## src/rtl/hall_call_panel.sv

```systemverilog
// rtl/hall_call_panel.sv - hall-call latch, ageing and single-offer handshake to the car controller
module hall_call_panel #(
    parameter int FLOORS = 5,
    parameter int FW     = 3,
    parameter int AGE_W  = 4
) (
    input  logic              clk,
    input  logic              reset_n,
    input  logic [FLOORS-1:0] up_press,
    input  logic [FLOORS-1:0] down_press,
    input  logic              arrive,
    input  logic [FW-1:0]     arrive_floor,
    input  logic              arrive_dir,
    input  logic              req_ready,
    output logic              req_valid,
    output logic [FW-1:0]     req_floor,
    output logic              req_dir,
    output logic [FLOORS-1:0] up_lamp,
    output logic [FLOORS-1:0] down_lamp
);

    typedef enum logic [1:0] {
        C_OFF   = 2'd0,
        C_LIT   = 2'd1,
        C_ACKED = 2'd2
    } call_t;

    // The top floor has no up button and the ground floor has no down button.
    localparam logic [FLOORS-1:0] UP_MASK = {1'b0, {(FLOORS-1){1'b1}}};
    localparam logic [FLOORS-1:0] DN_MASK = {{(FLOORS-1){1'b1}}, 1'b0};
    localparam logic [FW:0]       FLOORS_W = (FW+1)'(FLOORS);

    call_t            up_st  [FLOORS];
    call_t            dn_st  [FLOORS];
    logic [AGE_W-1:0] up_age [FLOORS];
    logic [AGE_W-1:0] dn_age [FLOORS];

    logic              offer_v;
    logic [FW-1:0]     offer_floor;
    logic              offer_dir;

    logic [FLOORS-1:0] up_req;
    logic [FLOORS-1:0] dn_req;
    logic [FLOORS-1:0] up_clr;
    logic [FLOORS-1:0] dn_clr;
    logic              arrive_ok;
    logic              handshake;
    logic              held_clr;

    logic              sel_v;
    logic [FW-1:0]     sel_floor;
    logic              sel_dir;
    logic [AGE_W-1:0]  best_age;

    // Decode presses, arrival clears and the handshake for this cycle.
    always_comb begin
        up_req    = up_press & UP_MASK;
        dn_req    = down_press & DN_MASK;
        arrive_ok = arrive && ({1'b0, arrive_floor} < FLOORS_W);
        for (int i = 0; i < FLOORS; i++) begin
            up_clr[i] = arrive_ok && (arrive_floor == FW'(i)) && !arrive_dir;
            dn_clr[i] = arrive_ok && (arrive_floor == FW'(i)) &&  arrive_dir;
        end
        handshake = offer_v && req_ready;
        held_clr  = offer_v && arrive_ok && (arrive_floor == offer_floor) && (arrive_dir == offer_dir);
    end

    // Pick the oldest LIT call; scanning low floor first, UP before DOWN, with a strict
    // greater-than keeps the earliest candidate on ties. A call being cleared now is skipped.
    always_comb begin
        sel_v     = 1'b0;
        sel_floor = '0;
        sel_dir   = 1'b0;
        best_age  = '0;
        for (int i = 0; i < FLOORS; i++) begin
            if (up_st[i] == C_LIT && !up_clr[i] && (!sel_v || up_age[i] > best_age)) begin
                sel_v     = 1'b1;
                best_age  = up_age[i];
                sel_floor = FW'(i);
                sel_dir   = 1'b0;
            end
            if (dn_st[i] == C_LIT && !dn_clr[i] && (!sel_v || dn_age[i] > best_age)) begin
                sel_v     = 1'b1;
                best_age  = dn_age[i];
                sel_floor = FW'(i);
                sel_dir   = 1'b1;
            end
        end
    end

    // Up-call state machines and saturating ages; an arrival clear beats both press and ack.
    always_ff @(posedge clk or negedge reset_n) begin
        if (!reset_n) begin
            for (int i = 0; i < FLOORS; i++) begin
                up_st[i]  <= C_OFF;
                up_age[i] <= '0;
            end
        end else begin
            for (int i = 0; i < FLOORS; i++) begin
                if (up_clr[i]) begin
                    up_st[i]  <= C_OFF;
                    up_age[i] <= '0;
                end else begin
                    case (up_st[i])
                        C_OFF: begin
                            if (up_req[i]) begin
                                up_st[i]  <= C_LIT;
                                up_age[i] <= '0;
                            end
                        end
                        C_LIT: begin
                            if (handshake && offer_floor == FW'(i) && !offer_dir)
                                up_st[i] <= C_ACKED;
                            if (up_age[i] != '1)
                                up_age[i] <= up_age[i] + 1'b1;
                        end
                        default: begin
                            if (up_age[i] != '1)
                                up_age[i] <= up_age[i] + 1'b1;
                        end
                    endcase
                end
            end
        end
    end

    // Down-call state machines and saturating ages, mirroring the up side.
    always_ff @(posedge clk or negedge reset_n) begin
        if (!reset_n) begin
            for (int i = 0; i < FLOORS; i++) begin
                dn_st[i]  <= C_OFF;
                dn_age[i] <= '0;
            end
        end else begin
            for (int i = 0; i < FLOORS; i++) begin
                if (dn_clr[i]) begin
                    dn_st[i]  <= C_OFF;
                    dn_age[i] <= '0;
                end else begin
                    case (dn_st[i])
                        C_OFF: begin
                            if (dn_req[i]) begin
                                dn_st[i]  <= C_LIT;
                                dn_age[i] <= '0;
                            end
                        end
                        C_LIT: begin
                            if (handshake && offer_floor == FW'(i) && offer_dir)
                                dn_st[i] <= C_ACKED;
                            if (dn_age[i] != '1)
                                dn_age[i] <= dn_age[i] + 1'b1;
                        end
                        default: begin
                            if (dn_age[i] != '1)
                                dn_age[i] <= dn_age[i] + 1'b1;
                        end
                    endcase
                end
            end
        end
    end

    // Offer hold register: frozen while valid, dropped on handshake or clear, reloaded a cycle later.
    always_ff @(posedge clk or negedge reset_n) begin
        if (!reset_n) begin
            offer_v     <= 1'b0;
            offer_floor <= '0;
            offer_dir   <= 1'b0;
        end else if (offer_v) begin
            if (handshake || held_clr)
                offer_v <= 1'b0;
        end else if (sel_v) begin
            offer_v     <= 1'b1;
            offer_floor <= sel_floor;
            offer_dir   <= sel_dir;
        end
    end

    // Lamps show any pending call; nonexistent buttons never leave OFF.
    always_comb begin
        for (int i = 0; i < FLOORS; i++) begin
            up_lamp[i]   = UP_MASK[i] && (up_st[i] != C_OFF);
            down_lamp[i] = DN_MASK[i] && (dn_st[i] != C_OFF);
        end
    end

    assign req_valid = offer_v;
    assign req_floor = offer_floor;
    assign req_dir   = offer_dir;

endmodule

```

## config.mk

```make
export PLATFORM = sky130hd
export DESIGN_NAME = hall_call_panel
export DESIGN_NICKNAME = d
export VERILOG_FILES = /design/src/rtl/hall_call_panel.sv
export SDC_FILE = /design/constraint.sdc
export NUM_CORES = 1
export LEC_CHECK = 0
export CORE_MARGIN = 10
export CORE_UTILIZATION = 50
export DETAILED_ROUTE_END_ITERATION = 8
export HOLD_SLACK_MARGIN = 0.02
export PLACE_DENSITY = 0.81
export SLEW_MARGIN = 10
export SYNTH_ARGS = -nofsm -noshare
export SYNTH_HDL_FRONTEND = slang
export SYNTH_SLANG_ARGS = --single-unit
```

## constraint.sdc

```tcl
create_clock -name clk -period 12.6 [get_ports clk]
set_input_delay 3.15 -clock clk [delete_from_list [all_inputs] [get_ports clk]]
set_output_delay 3.15 -clock clk [all_outputs]
set_load 0.02 [all_outputs]
```

# == After elaboration in Yosys (flattened, before gate mapping) ==
# Index checks and enable logic that the tools add are counted.
# classes
n_addsub,10
magnitude_cmp,10
n_eq_ne,48
n_mux,115
bitwise_logic,1
reduce_logical,148
# op_table
op,n
$mux W4,47
$mux W2,30
$logic_and A1 B1 Y1,54
$reduce_bool A3 Y1,16
$add A4 B1 Y4 const B,10
$ne A4 B4 Y1 const B,10
$gt A4 B4 Y1,9
$pmux W2 S2,8
$reduce_bool A2 Y1,14
$reduce_and A2 Y1,13
$mux W1,24
$ne A3 B2 Y1 const B,8
$ne A3 B3 Y1 const B,8
$reduce_and A3 Y1,8
$logic_not A1 Y1,21
$eq A2 B1 Y1 const B,10
$logic_not A2 Y1,10
$mux W3,6
$eq A3 B2 Y1 const B,4
$logic_or A1 B1 Y1,10
$eq A3 B1 Y1 const B,2
$eq A3 B3 Y1 const B,2
$logic_not A3 Y1,2
$ne A2 B2 Y1 const B,2
other kinds (4),4
# totals
register_bits,65
wordCells,355

# == Logic depth before layout (Yosys ltp) ==
# Gate-level depths: netlist of run 1.
# depth
ltp_word,45
depth_mapped,61
depth_no_buf,55

# == Worst setup path after synthesis of run 1 ==
# OpenSTA, ideal clock, no wires.
# synth_path
path_kind,input -> register
startpoint,input arrive_floor[1]
endpoint,register offer_floor[1] (netlist: req_floor[1])
setup_ns,0.095
arrival_time_ns,12.893
path_slack_ns,-0.388
cell_stages,54
n_path_buf,6
cell_sequence,buf_2 -> or3b_4 -> o311a_4 -> nand2_1 -> ha_1 -> nor2b_1 -> o211a_1 -> o211a_1 -> nor2_1 -> a22oi_1 -> ha_1 -> a2111oi_0 -> o32ai_1 -> and2_1 -> buf_2 -> a221oi_1 -> or2_2 -> ha_1 -> [18 not listed] -> buf_4 -> nor2_1 -> a22oi_1 -> ha_1 -> nor2b_1 -> o21ai_0 -> a32o_1 -> o22ai_2 -> buf_6 -> a22o_1 -> a21oi_1 -> ha_1 -> nor2b_1 -> o21a_1 -> o21a_1 -> o21ai_0 -> a21boi_1 -> o31ai_1
# synth_via
elab_chain_len,44
# synth_rtl
item,line_no,source
start: declaration,12,"input logic [FW-1:0] arrive_floor,"
$lt A3 B3 Y1,59,"arrive_ok = arrive && ({1'b0, arrive_floor} < FLOORS_W);"
$logic_and A1 B1 Y1,59,
$logic_and A1 B1 Y1,"61, 62",
$logic_and A1 B1 Y1,61,up_clr[i] = arrive_ok && (arrive_floor == FW'(i)) && !arrive_dir;
$logic_not A1 Y1,76,if (up_st[i] == C_LIT && !up_clr[i] && (!sel_v || up_age[i] > best_age)) begin
$logic_and A1 B1 Y1,76,
$mux W4 or $mux W1 (tied branches),76,
$gt A4 B4 Y1 or $logic_not A1 Y1 (tied branches),82,if (dn_st[i] == C_LIT && !dn_clr[i] && (!sel_v || dn_age[i] > best_age)) begin
[28 not listed],n/a,
$logic_or A1 B1 Y1,76,
$logic_and A1 B1 Y1,76,
$mux W4 or $mux W1 (tied branches),76,
$gt A4 B4 Y1 or $logic_not A1 Y1 (tied branches),82,
$logic_or A1 B1 Y1,82,
$logic_and A1 B1 Y1,82,
$mux W1,82,
$reduce_and A2 Y1 (no line),n/a,
end signal: assignment,174,offer_floor <= sel_floor;
end: declaration,39,logic [FW-1:0] offer_floor;
# Several ways; a longest one is shown, not always the timed one.
# A chain may end at the register's enable or synchronous reset.

# == Worst setup path in the final report of run 1 ==
# layout_path
startpoint,input arrive_floor[1]
endpoint,register offer_dir (netlist: req_dir)
# layout_via
elab_chain_len,44
# layout_rtl
item,line_no,source
$lt A3 B3 Y1,59,
$logic_and A1 B1 Y1,59,
$logic_and A1 B1 Y1,"61, 62",
$logic_and A1 B1 Y1,61,
$logic_not A1 Y1,76,
$logic_and A1 B1 Y1,76,
$mux W4 or $mux W1 (tied branches),76,
$gt A4 B4 Y1 or $logic_not A1 Y1 (tied branches),82,
[28 not listed],n/a,
$logic_or A1 B1 Y1,76,
$logic_and A1 B1 Y1,76,
$mux W4 or $mux W1 (tied branches),76,
$gt A4 B4 Y1 or $logic_not A1 Y1 (tied branches),82,
$logic_or A1 B1 Y1,82,
$logic_and A1 B1 Y1,82,
$mux W1,82,
$reduce_and A2 Y1 (no line),n/a,
end signal: assignment,175,offer_dir <= sel_dir;
end: declaration,40,logic offer_dir;
# Several ways; a longest one is shown, not always the timed one.

==> metrics.md, run 1 <==
| Metric | Value |
|---|---|
| HP Start | `up_st[7]` |
| Via Count | `4498` |
| Nets | `653` |
| Most Crowded Layer GR | `met2` |
| First-pass GRT wire length | `21.6 mm` |
| Die X | `110 um` |
| Critical path peak fanout | `5` |
| Unrepaired setup endpoints after global routing | `yes` |
| Post-synth top flop | `dfrtp_1` |
| Slowest stage delay, CP | `0.40 ns` |
| Post-synthesis sequential area ratio | `32.5%` |
| Worst R2R End | `req_dir` |
| Worst Setup End Kind | `flop` |
| Final WL | `13.7 mm` |
| Fin Clk Skew | `0.0126 ns` |
| Outcome | `complete, but fails checks` |
| Die span in y | `110 um` |
| Fill cell total of the finished layout | `567` |
| Port Buffers | `28` |
| Worst Hold Depth | `2` |
| Worst-Skew Late Latency | `0.32 ns` |
| Core Util, Final | `71.9%` |
| Met1 GRT Util | `24.8%` |
| Worst-case clock buffer depth | `2` |
| Final period utilization | `101%` |
| Crit Reg-Reg Startpoint | `up_st[9]` |
| Achievable Freq | `0.0782 GHz` |
| Hold Crit Class | `flop to flop` |
| Share of layout cells above drive strength 1 | `28.8%` |
| R2R Setup Slk | `2.74 ns` |
| 1st-iter DRT viols | `461` |
| Depth of the worst register-to-register path | `54` |
| Initial antenna violation count | `0` |
| Worst Max-Slew Pin Slew | `0.984 ns` |
| Ys async rst share | `100%` |
| Synth unique cells | `63` |
| Number of global-route vias before repair | `4493` |
| Most frequent CP cell | `ha_1` |
| WL/cell | `19.5 um` |
| Routing usage on met3 | `4.18%` |
| Area Growth Syn to Fin | `38.2%` |
| First-pass iteration count of the detailed router | `7` |
| Row cnt | `32` |
| Top cell type's share of synthesized area | `32.5%` |
| I/O pin cnt | `33` |
| Fin. Hold Viols | `0` |
| WS Path Type | `input pin to flop` |
| Synth Area per Inst | `8.18 sq um` |
| Setup crit start kind | `input pin` |
| Gpl congestion | `0.868` |
| Max_cap viols | `0` |
| Arr. time, crit path | `12.98 ns` |
| Worst Hold Endpoint | `up_st[7]` |
| Final Max Tran Viols | `0` |
| Synth area leader | `dfrtp_1` |
| Endpoints failing setup | `4` |
| Failing checks | `negative setup slack` |
| Clk sinks | `53` |
| CTS tree | `yes` |
| Inserted Clock Buffers | `5` |
| Required @ worst endpoint | `12.79 ns` |
| Yosys warnings | `0` |
| DPL Wire Length | `8.75 mm` |
| Post-route DRC | `0` |
| Mapped Cells | `499` |
| Vias/cell | `6.41` |
| ANT cells | `0` |
| Multi-input combinational cell area | `0.00309 sq mm` |
| Synth Cell Area | `0.00408 sq mm` |
| CTS H-Tree Depth | `2` |
| Overall Global Routing Usage | `21.8%` |
| Area contributors post-synth | `dfrtp_1 32%, ha_1 11%, o21ai_0 5.9%` |
| Initial Util | `52.0%` |
| Yosys reg bits | `53` |
| Final worst path period need | `12.78 ns` |
| Slowest cell on the critical path | `or3b_4` |
| Root Driver | `clkbuf_8` |
| Number of synthesized flops with an enable pin | `0` |
| Largest net degree at the start of global routing | `54` |
| Slew Limit Headroom | `33.8%` |
| Final ANT Viol Nets | `0` |
| Clock slew at reported path FFs | `0.11 ns` |
| Final setup TNS | `-0.679 ns` |
| Final WS setup | `-0.184 ns` |
| Core box area | `0.00785 sq mm` |
| Grt met2 use | `37.9%` |
| FF+latch area | `0.00133 sq mm` |
| Grt total ovfl | `0` |
| Die ar. | `0.0122 sq mm` |
layout make-up:
| cell class | count | area share [%] |
|---|---|---|
| sequential | 53 | 23.5 |
| inverter | 27 | 1.80 |
| clock buffer | 6 | 1.46 |
| timing repair buffer | 105 | 15.5 |
| clock inverter | 2 | 0.665 |
| tap | 102 | 2.26 |
| multi-input combinational | 407 | 54.8 |
routing by layer:
layer  up-vias  wire (um)  share of wire (%)
li1       2043          -                  -
met1      2143       5110                 37
met2       247       7000                 51
met3        65        972                7.1
met4         0        622                4.5
met5         -          0                  0
Yosys cell counts, types with 7 or more instances:
cell,n
a21o_1,7
a21oi_1,27
a22oi_1,8
dfrtp_1,53
ha_1,36
inv_1,27
nand2_1,47
nand2b_1,8
nand3_1,19
nand4_1,13
nor2_1,64
nor2b_1,9
nor3_1,14
o21ai_0,48
o31ai_1,8
critical path: cells and delay by family:
kind / cells / cell delay [ns]
buffers and inverters: 5 / 0.63
and+or+nand+nor: 12 / 2.06
adders and majority gates: 7 / 1.98
AOI/OAI and AO/OA: 30 / 5.15
worst max-delay path by stage:
stage / from / to / slack [ns]
after floorplan: arrive_floor[1] / req_dir / -0.16
after global placement: arrive / req_dir / -0.96
after CTS: arrive_floor[2] / req_floor[1] / 0.009
final: arrive_floor[1] / req_dir / -0.18
after detailed placement: arrive / req_floor[1] / -1.31
after global routing: arrive / req_dir / -0.51
sequential cells by signal, indices dropped and copies added (netlist names):
name and count:
dn_age 16, up_age 16, dn_st 8, up_st 8, req_floor 3, req_dir 1
req_valid 1
stage by stage:
stage                     instance area (sq um)  hold slack, ns  instances  setup slack [ns]
final                                      5640           0.551        702            -0.184
after detailed placement                   4840           0.526        659             -1.31
after floorplan                            4230           0.492        500            -0.157
after CTS                                  5360           0.551        692           0.00940
after global routing                       5640           0.582        702            -0.510
after global placement                     4840           0.517        659            -0.960
cell usage in the layout, fill, tap and decap left out, types with 6 or more instances in the layout:
cell type and instances:
a21o_1 6, a21oi_1 21, a21oi_2 6, a22oi_2 6, buf_4 70, buf_6 8, clkbuf_8 6, clkdlybuf4s50_1 23
dfrtp_1 53, ha_1 25, ha_4 10, inv_1 26, nand2_1 44, nand2b_1 8, nand3_1 19, nand4_1 13
nor2_1 58, nor2_2 6, nor3_1 13, nor4_1 6, o21ai_0 35, o21ai_1 8
cells by family (layout without fill, tap and decap cells):
kind of cell,count (synthesis),count (layout),synth area share [%]
AO/OA/AOI/OAI,146,148,24.3
buffers and inverters,42,140,4.47
AND/OR/NAND/NOR,212,212,25.7
other,1,2,0.0918
flip-flops,53,53,32.5
XOR/XNOR,7,7,1.50
multiplexers,2,2,0.490
adder cells (fa/ha/maj),36,36,11.0
what timing repair did:
action / 4_1_cts / 5_1_grt
pin swaps: 45 / 43
hold buffers: 0 / 0
gates cloned: 3 / 0
setup endpoints to repair: 4 / 4
setup buffers: 22 / 10
resized for setup: 54 / 46
Power of run 1 is left out: the tool's default activity adds up to more than one toggle a clock period on the data nets, which glitch-free logic cannot reach.
==> inputs of run 2 (changes only) <==
--- a/config.mk
+++ b/config.mk
@@ -9,6 +9,7 @@
 export CORE_UTILIZATION = 50
 export DETAILED_ROUTE_END_ITERATION = 8
+export DONT_BUFFER_PORTS = 1
 export HOLD_SLACK_MARGIN = 0.02
-export PLACE_DENSITY = 0.81
+export PLACE_DENSITY = 0.76
 export SLEW_MARGIN = 10
 export SYNTH_ARGS = -nofsm -noshare
==> constraint.sdc (replaced) <==
create_clock -name clk -period 12.6 [get_ports clk]
set_input_delay 2.52 -clock clk [delete_from_list [all_inputs] [get_ports clk]]
set_output_delay 2.52 -clock clk [all_outputs]
set_load 0.02 [all_outputs]
==> run 2 against run 1 <==
The flow now finishes without violations. Worst setup slack improved by 0.69 ns. Fmax increased by 5.7%. Die area unchanged. Sequential share of layout area increased by 6.2 points. Sequential cell count unchanged. Clock skew decreased by 0.0047 ns. Routed wire length decreased by 25%. Via count decreased by 16%. Final cell count decreased by 13%. Design area decreased by 21%. Hold slack got worse by 0.0097 ns.
==> metrics.md, run 2 (synthesized netlist as in run 1, its figures left out) <==
| Metric | Value |
|---|---|
| Cts hold-fix bufs | `0` |
| Outcome | `finished, final reports clean` |
| Critical path peak fanout | `10` |
| ANT cells | `0` |
| Die span in y | `110 um` |
| Via Count | `3781` |
| Slowest stage delay, CP | `0.40 ns` |
| Nets | `563` |
| Row cnt | `32` |
| Grt met2 use | `28.9%` |
| Hold Crit Class | `flop to flop` |
| Most frequent CP cell | `ha_1` |
| Vias/cell | `6.18` |
| Final worst path period need | `12.09 ns` |
| Final Max Tran Viols | `0` |
| First-pass GRT wire length | `16.8 mm` |
| I/O pin cnt | `33` |
| Crit path max-delay family | `compound AO/OA/AOI/OAI gates` |
| Die X | `110 um` |
| Die ar. | `0.0122 sq mm` |
| Largest net degree at the start of global routing | `54` |
| Share of layout cells above drive strength 1 | `11.2%` |
| Core box area | `0.00785 sq mm` |
| Required @ worst endpoint | `12.83 ns` |
| DPL Wire Length | `7.84 mm` |
| Endpoints failing setup | `0` |
| Root Driver | `clkbuf_8` |
| Slew Limit Headroom | `50.3%` |
| Area after DPL | `0.00422 sq mm` |
| Clk sinks | `53` |
| Fin. Hold Viols | `0` |
| Final period utilization | `96.0%` |
| Worst-Skew Late Latency | `0.32 ns` |
| Setup crit start kind | `input pin` |
| Routing usage on met3 | `3.60%` |
| Design area | `0.00446 sq mm` |
| Area Growth Syn to Fin | `9.19%` |
| Most Crowded Layer GR | `met2` |
| Number of global-route vias before repair | `3469` |
| WP buf/inv | `2` |
| Gpl congestion | `0.933` |
| Worst Max-Slew Pin Slew | `0.739 ns` |
| 1st-iter DRT viols | `282` |
| Commonest cells after routing, fill and taps aside | `63 x nor2_1, 53 x dfrtp_1, 47 x nand2_1` |
| Worst Setup End Kind | `flop` |
| Overall Global Routing Usage | `16.9%` |
| WS Path Type | `input pin to flop` |
| Clock slew at reported path FFs | `0.11 ns` |
| Achievable Freq | `0.0827 GHz` |
| WL/cell | `16.8 um` |
| Final WL | `10.3 mm` |
| Fin Clk Skew | `0.00789 ns` |
| Initial Util | `52.0%` |
| Worst-case clock buffer depth | `2` |
| CTS H-Tree Depth | `2` |
| Final ANT Viol Nets | `0` |
| CTS tree | `yes` |
| Initial antenna violation count | `0` |
| Post-route DRC | `0` |
| Port Buffers | `0` |
| Grt total ovfl | `0` |
| Commonest non-fill, non-tap cell in the layout | `nor2_1` |
| Fill cell total of the finished layout | `717` |
| Slowest cell on the critical path | `or3b_4` |
| Inserted Clock Buffers | `5` |
| Met1 GRT Util | `21.3%` |
| Arr. time, crit path | `12.32 ns` |
| Max_cap viols | `0` |
| Biggest regs | `dn_age x16, up_age x16` |
| First-pass iteration count of the detailed router | `5` |
run 2: cell count changes in the layout (fill, tap and decap cells not counted), moves of 5 or more:
cell             previous run  this run
a22oi_1                     2         7
a22oi_2                     6         1
buf_4                      70        14
buf_6                       8         2
clkdlybuf4s50_1            23         0
ha_1                       25        36
ha_4                       10         0
nor2_1                     58        63
o21ai_0                    35        42
o21ai_2                     5         0
run 2: worst reg2reg max path: cells and delay by family, from the launching register on:
kind / cells / cell delay, ns
AO/OA/AOI/OAI: 30 / 5.75
adder cells (fa/ha/maj): 7 / 1.88
AND/OR/NAND/NOR: 12 / 1.32
buffers and inverters: 3 / 0.46
flip-flops: 1 / 0.41
run 2: metrics by stage:
stage               worst slack [ns]  utilization (%)  hold WS, ns  TNS, ns  cells
detailed placement            -0.297             53.8        0.524   -0.939    599
finish                         0.505             56.8        0.542        0    612
global placement              0.0375             53.8        0.516        0    599
CTS                           0.0145             55.0        0.546        0    607
global route                -0.00734             56.8        0.579  -0.0103    612
floorplan                      0.242                -        0.492        0    500
run 2: final cells by class:
| cell class | count | area, sq um | area share, % |
|---|---|---|---|
| Inverter | 27 | 101 | 2.27 |
| Clock buffer | 5 | 68.8 | 1.54 |
| Tap cell | 102 | 128 | 2.86 |
| Multi-Input combinational cell | 406 | 2690 | 60.2 |
| Sequential cell | 53 | 1330 | 29.7 |
| Timing Repair Buffer | 16 | 128 | 2.86 |
| Clock inverter | 3 | 22.5 | 0.505 |
run 2: what timing repair did:
item,4_1_cts,5_1_grt
buffers inserted,0,4
cloned,0,1
setup endpoints to repair,1,4
pin swaps,0,3
gates resized for setup,1,28
run 2: worst paths after layout:
kind,startpoint,endpoint,slack (ns),cells past startpoint
max,arrive_floor[2],req_floor[1],0.51,52
min,up_st[7],up_st[7],0.54,2
min reg2reg,up_st[7],up_st[7],0.54,2
max in group asynchronous,reset_n,up_age[12],10.62,0
min in group asynchronous,reset_n,dn_age[4],1.88,0
max reg2reg,up_st[9],req_floor[1],2.68,52
run 2: routing by layer:
metal | wire length, um | vias to the layer above
li1 | - | 1857
met5 | 0 | -
met1 | 4540 | 1805
met4 | 165 | 0
met2 | 4980 | 102
met3 | 622 | 17
Power of run 2 is left out for the same reason.
==> inputs of run 3 (changes only) <==
GPL_TIMING_DRIVEN = 0   (was unset)
==> run 3 against run 2 <==
The flow now finishes with violations (negative setup slack). Core utilization is 6.0 points higher. Hold slack improved by 0.015 ns. Worst setup slack lost 0.57 ns. Die area is the same. Critical path depth rose by 4. Design area increased by 10%. Non-clock buffer count increased by 28. Sequential share of layout area down 2.8 points. Sequential cell count unchanged. Register-to-register slack worse by 0.36 ns. Critical path type unchanged.
==> metrics.md, run 3 (synthesized netlist as in run 1, its figures left out) <==
| Metric | Value |
|---|---|
| Setup crit start kind | `input pin` |
| Grt total ovfl | `0` |
| CTS H-Tree Depth | `2` |
| Arr. time, crit path | `12.89 ns` |
| Worst Setup End Kind | `flop` |
| Port Buffers | `0` |
| Max_cap viols | `0` |
| Commonest cells after routing, fill and taps aside | `60 x nor2_1, 53 x dfrtp_1, 44 x nand2_1` |
| Slew Limit Headroom | `42.2%` |
| Via Count | `4113` |
| Fin. Hold Viols | `0` |
| I/O pin cnt | `33` |
| Final WL | `12.0 mm` |
| Final WS setup | `-0.0599 ns` |
| Depth of the worst register-to-register path | `55` |
| Slowest cell on the critical path | `o311a_4` |
| 1st-iter DRT viols | `282` |
| CTS tree | `yes` |
| Fill cell total of the finished layout | `641` |
| Worst-Skew Late Latency | `0.32 ns` |
| Fin Clk Skew | `0.00490 ns` |
| Inserted Clock Buffers | `5` |
| Outcome | `complete, but fails checks` |
| Vias/cell | `6.44` |
| Share of layout cells above drive strength 1 | `19.6%` |
| Final worst path period need | `12.66 ns` |
| Multi-input combinational cell area | `0.00291 sq mm` |
| Endpoints failing setup | `4` |
| ANT cells | `0` |
| Gpl congestion | `0.888` |
| Crit Reg-Reg Startpoint | `up_st[9]` |
| Initial antenna violation count | `0` |
| Die span in y | `110 um` |
| FF+latch area | `0.00133 sq mm` |
| Biggest regs | `dn_age x16, up_age x16` |
| Area after DPL | `0.00422 sq mm` |
| HP Start | `up_st[7]` |
| Clk sinks | `53` |
| Required @ worst endpoint | `12.83 ns` |
| First-pass iteration count of the detailed router | `6` |
| First-pass GRT wire length | `17.7 mm` |
| Worst Hold Endpoint | `up_st[7]` |
| Worst R2R End | `req_floor[1]` |
| Post-route DRC | `0` |
| Final period utilization | `100%` |
| Core box area | `0.00785 sq mm` |
| WL/cell | `18.8 um` |
| Initial Util | `52.0%` |
| Nets | `590` |
| Final Max Tran Viols | `0` |
| Critical path peak fanout | `8` |
| Overall Global Routing Usage | `17.7%` |
| Largest net degree at the start of global routing | `54` |
| Row cnt | `32` |
| Clock slew at reported path FFs | `0.10 ns` |
| Slowest stage delay, CP | `0.42 ns` |
| Failing checks | `negative setup slack` |
| Worst Hold Depth | `2` |
| Achievable Freq | `0.0790 GHz` |
| Worst Max-Slew Pin Slew | `0.856 ns` |
| Commonest non-fill, non-tap cell in the layout | `nor2_1` |
| Design area | `0.00493 sq mm` |
| Hold Crit Class | `flop to flop` |
| R2R Setup Slk | `2.32 ns` |
| Number of global-route vias before repair | `3689` |
| Root Driver | `clkbuf_8` |
| Worst-case clock buffer depth | `2` |
| Area Growth Syn to Fin | `20.6%` |
| Final ANT Viol Nets | `0` |
| Die ar. | `0.0122 sq mm` |
| WS Path Type | `input pin to flop` |
| Die X | `110 um` |
| DPL Wire Length | `7.89 mm` |
run 3: changes by cell type in the layout (fill, tap and decap cells not counted), moves of 4 or more:
cell,previous run,this run
buf_4,14,26
clkbuf_1,0,5
o21ai_2,0,5
buf_2,0,4
buf_6,2,6
nor2b_4,0,4
o21ai_0,42,38
run 3: per-layer routing:
layer,vias up,track usage (%),routed length (um)
li1,1908,-,-
met1,1983,22.1,4580
met2,173,30.8,6090
met3,49,3.31,878
met4,0,4.04,443
met5,-,0,0
run 3: through the flow:
| step | setup WS (ns) | std cells | setup TNS [ns] | util (%) | hold WS, ns |
|---|---|---|---|---|---|
| 2_1_floorplan | 0.242 | 500 | 0 | - | 0.492 |
| 3_3_place_gp | -0.971 | 602 | -3.84 | 53.7 | 0.514 |
| 3_5_place_dp | -1.25 | 602 | -4.94 | 53.7 | 0.529 |
| 4_1_cts | 0.00383 | 615 | 0 | 57.2 | 0.554 |
| 5_1_grt | -0.363 | 639 | -1.33 | 62.8 | 0.594 |
| 6_report | -0.0599 | 639 | -0.151 | 62.8 | 0.557 |
run 3: worst max-delay path by stage:
stage,start,endpoint,slack (ns),depth (start not counted)
2_1_floorplan,arrive_floor[1],req_floor[1],0.24,54
3_3_place_gp,arrive_floor[1],req_floor[1],-0.97,55
3_5_place_dp,arrive_floor[1],req_floor[1],-1.25,54
4_1_cts,arrive_floor[1],req_floor[0],0.004,55
5_1_grt,arrive_floor[1],req_floor[1],-0.36,56
6_report,arrive_floor[1],req_floor[1],-0.06,56
run 3: timing repair:
action                                  in CTS  in global routing
resized for setup                           25                 66
cloned                                       0                  4
buffers inserted                             5                 20
hold buffers                                 0                  0
pin swaps                                    5                 43
endpoints found under the setup margin       4                  4
run 3: layout make-up:
class,instances,share of cell area [%]
buffer,15,2.54
clock buffer,5,1.40
clock inverter,3,0.940
inverter,27,2.06
multi-input combinational,405,59.0
sequential,53,26.9
tap,102,2.59
timing repair buffer,29,4.60
run 3: worst max-delay path, delay by kind of cell:
kind | cells | cell delay, ns
simple gates | 12 | 1.59
compound gates | 31 | 6.02
fa+ha+maj | 7 | 1.86
buf+inv | 6 | 0.85
Power of run 3 is left out for the same reason.
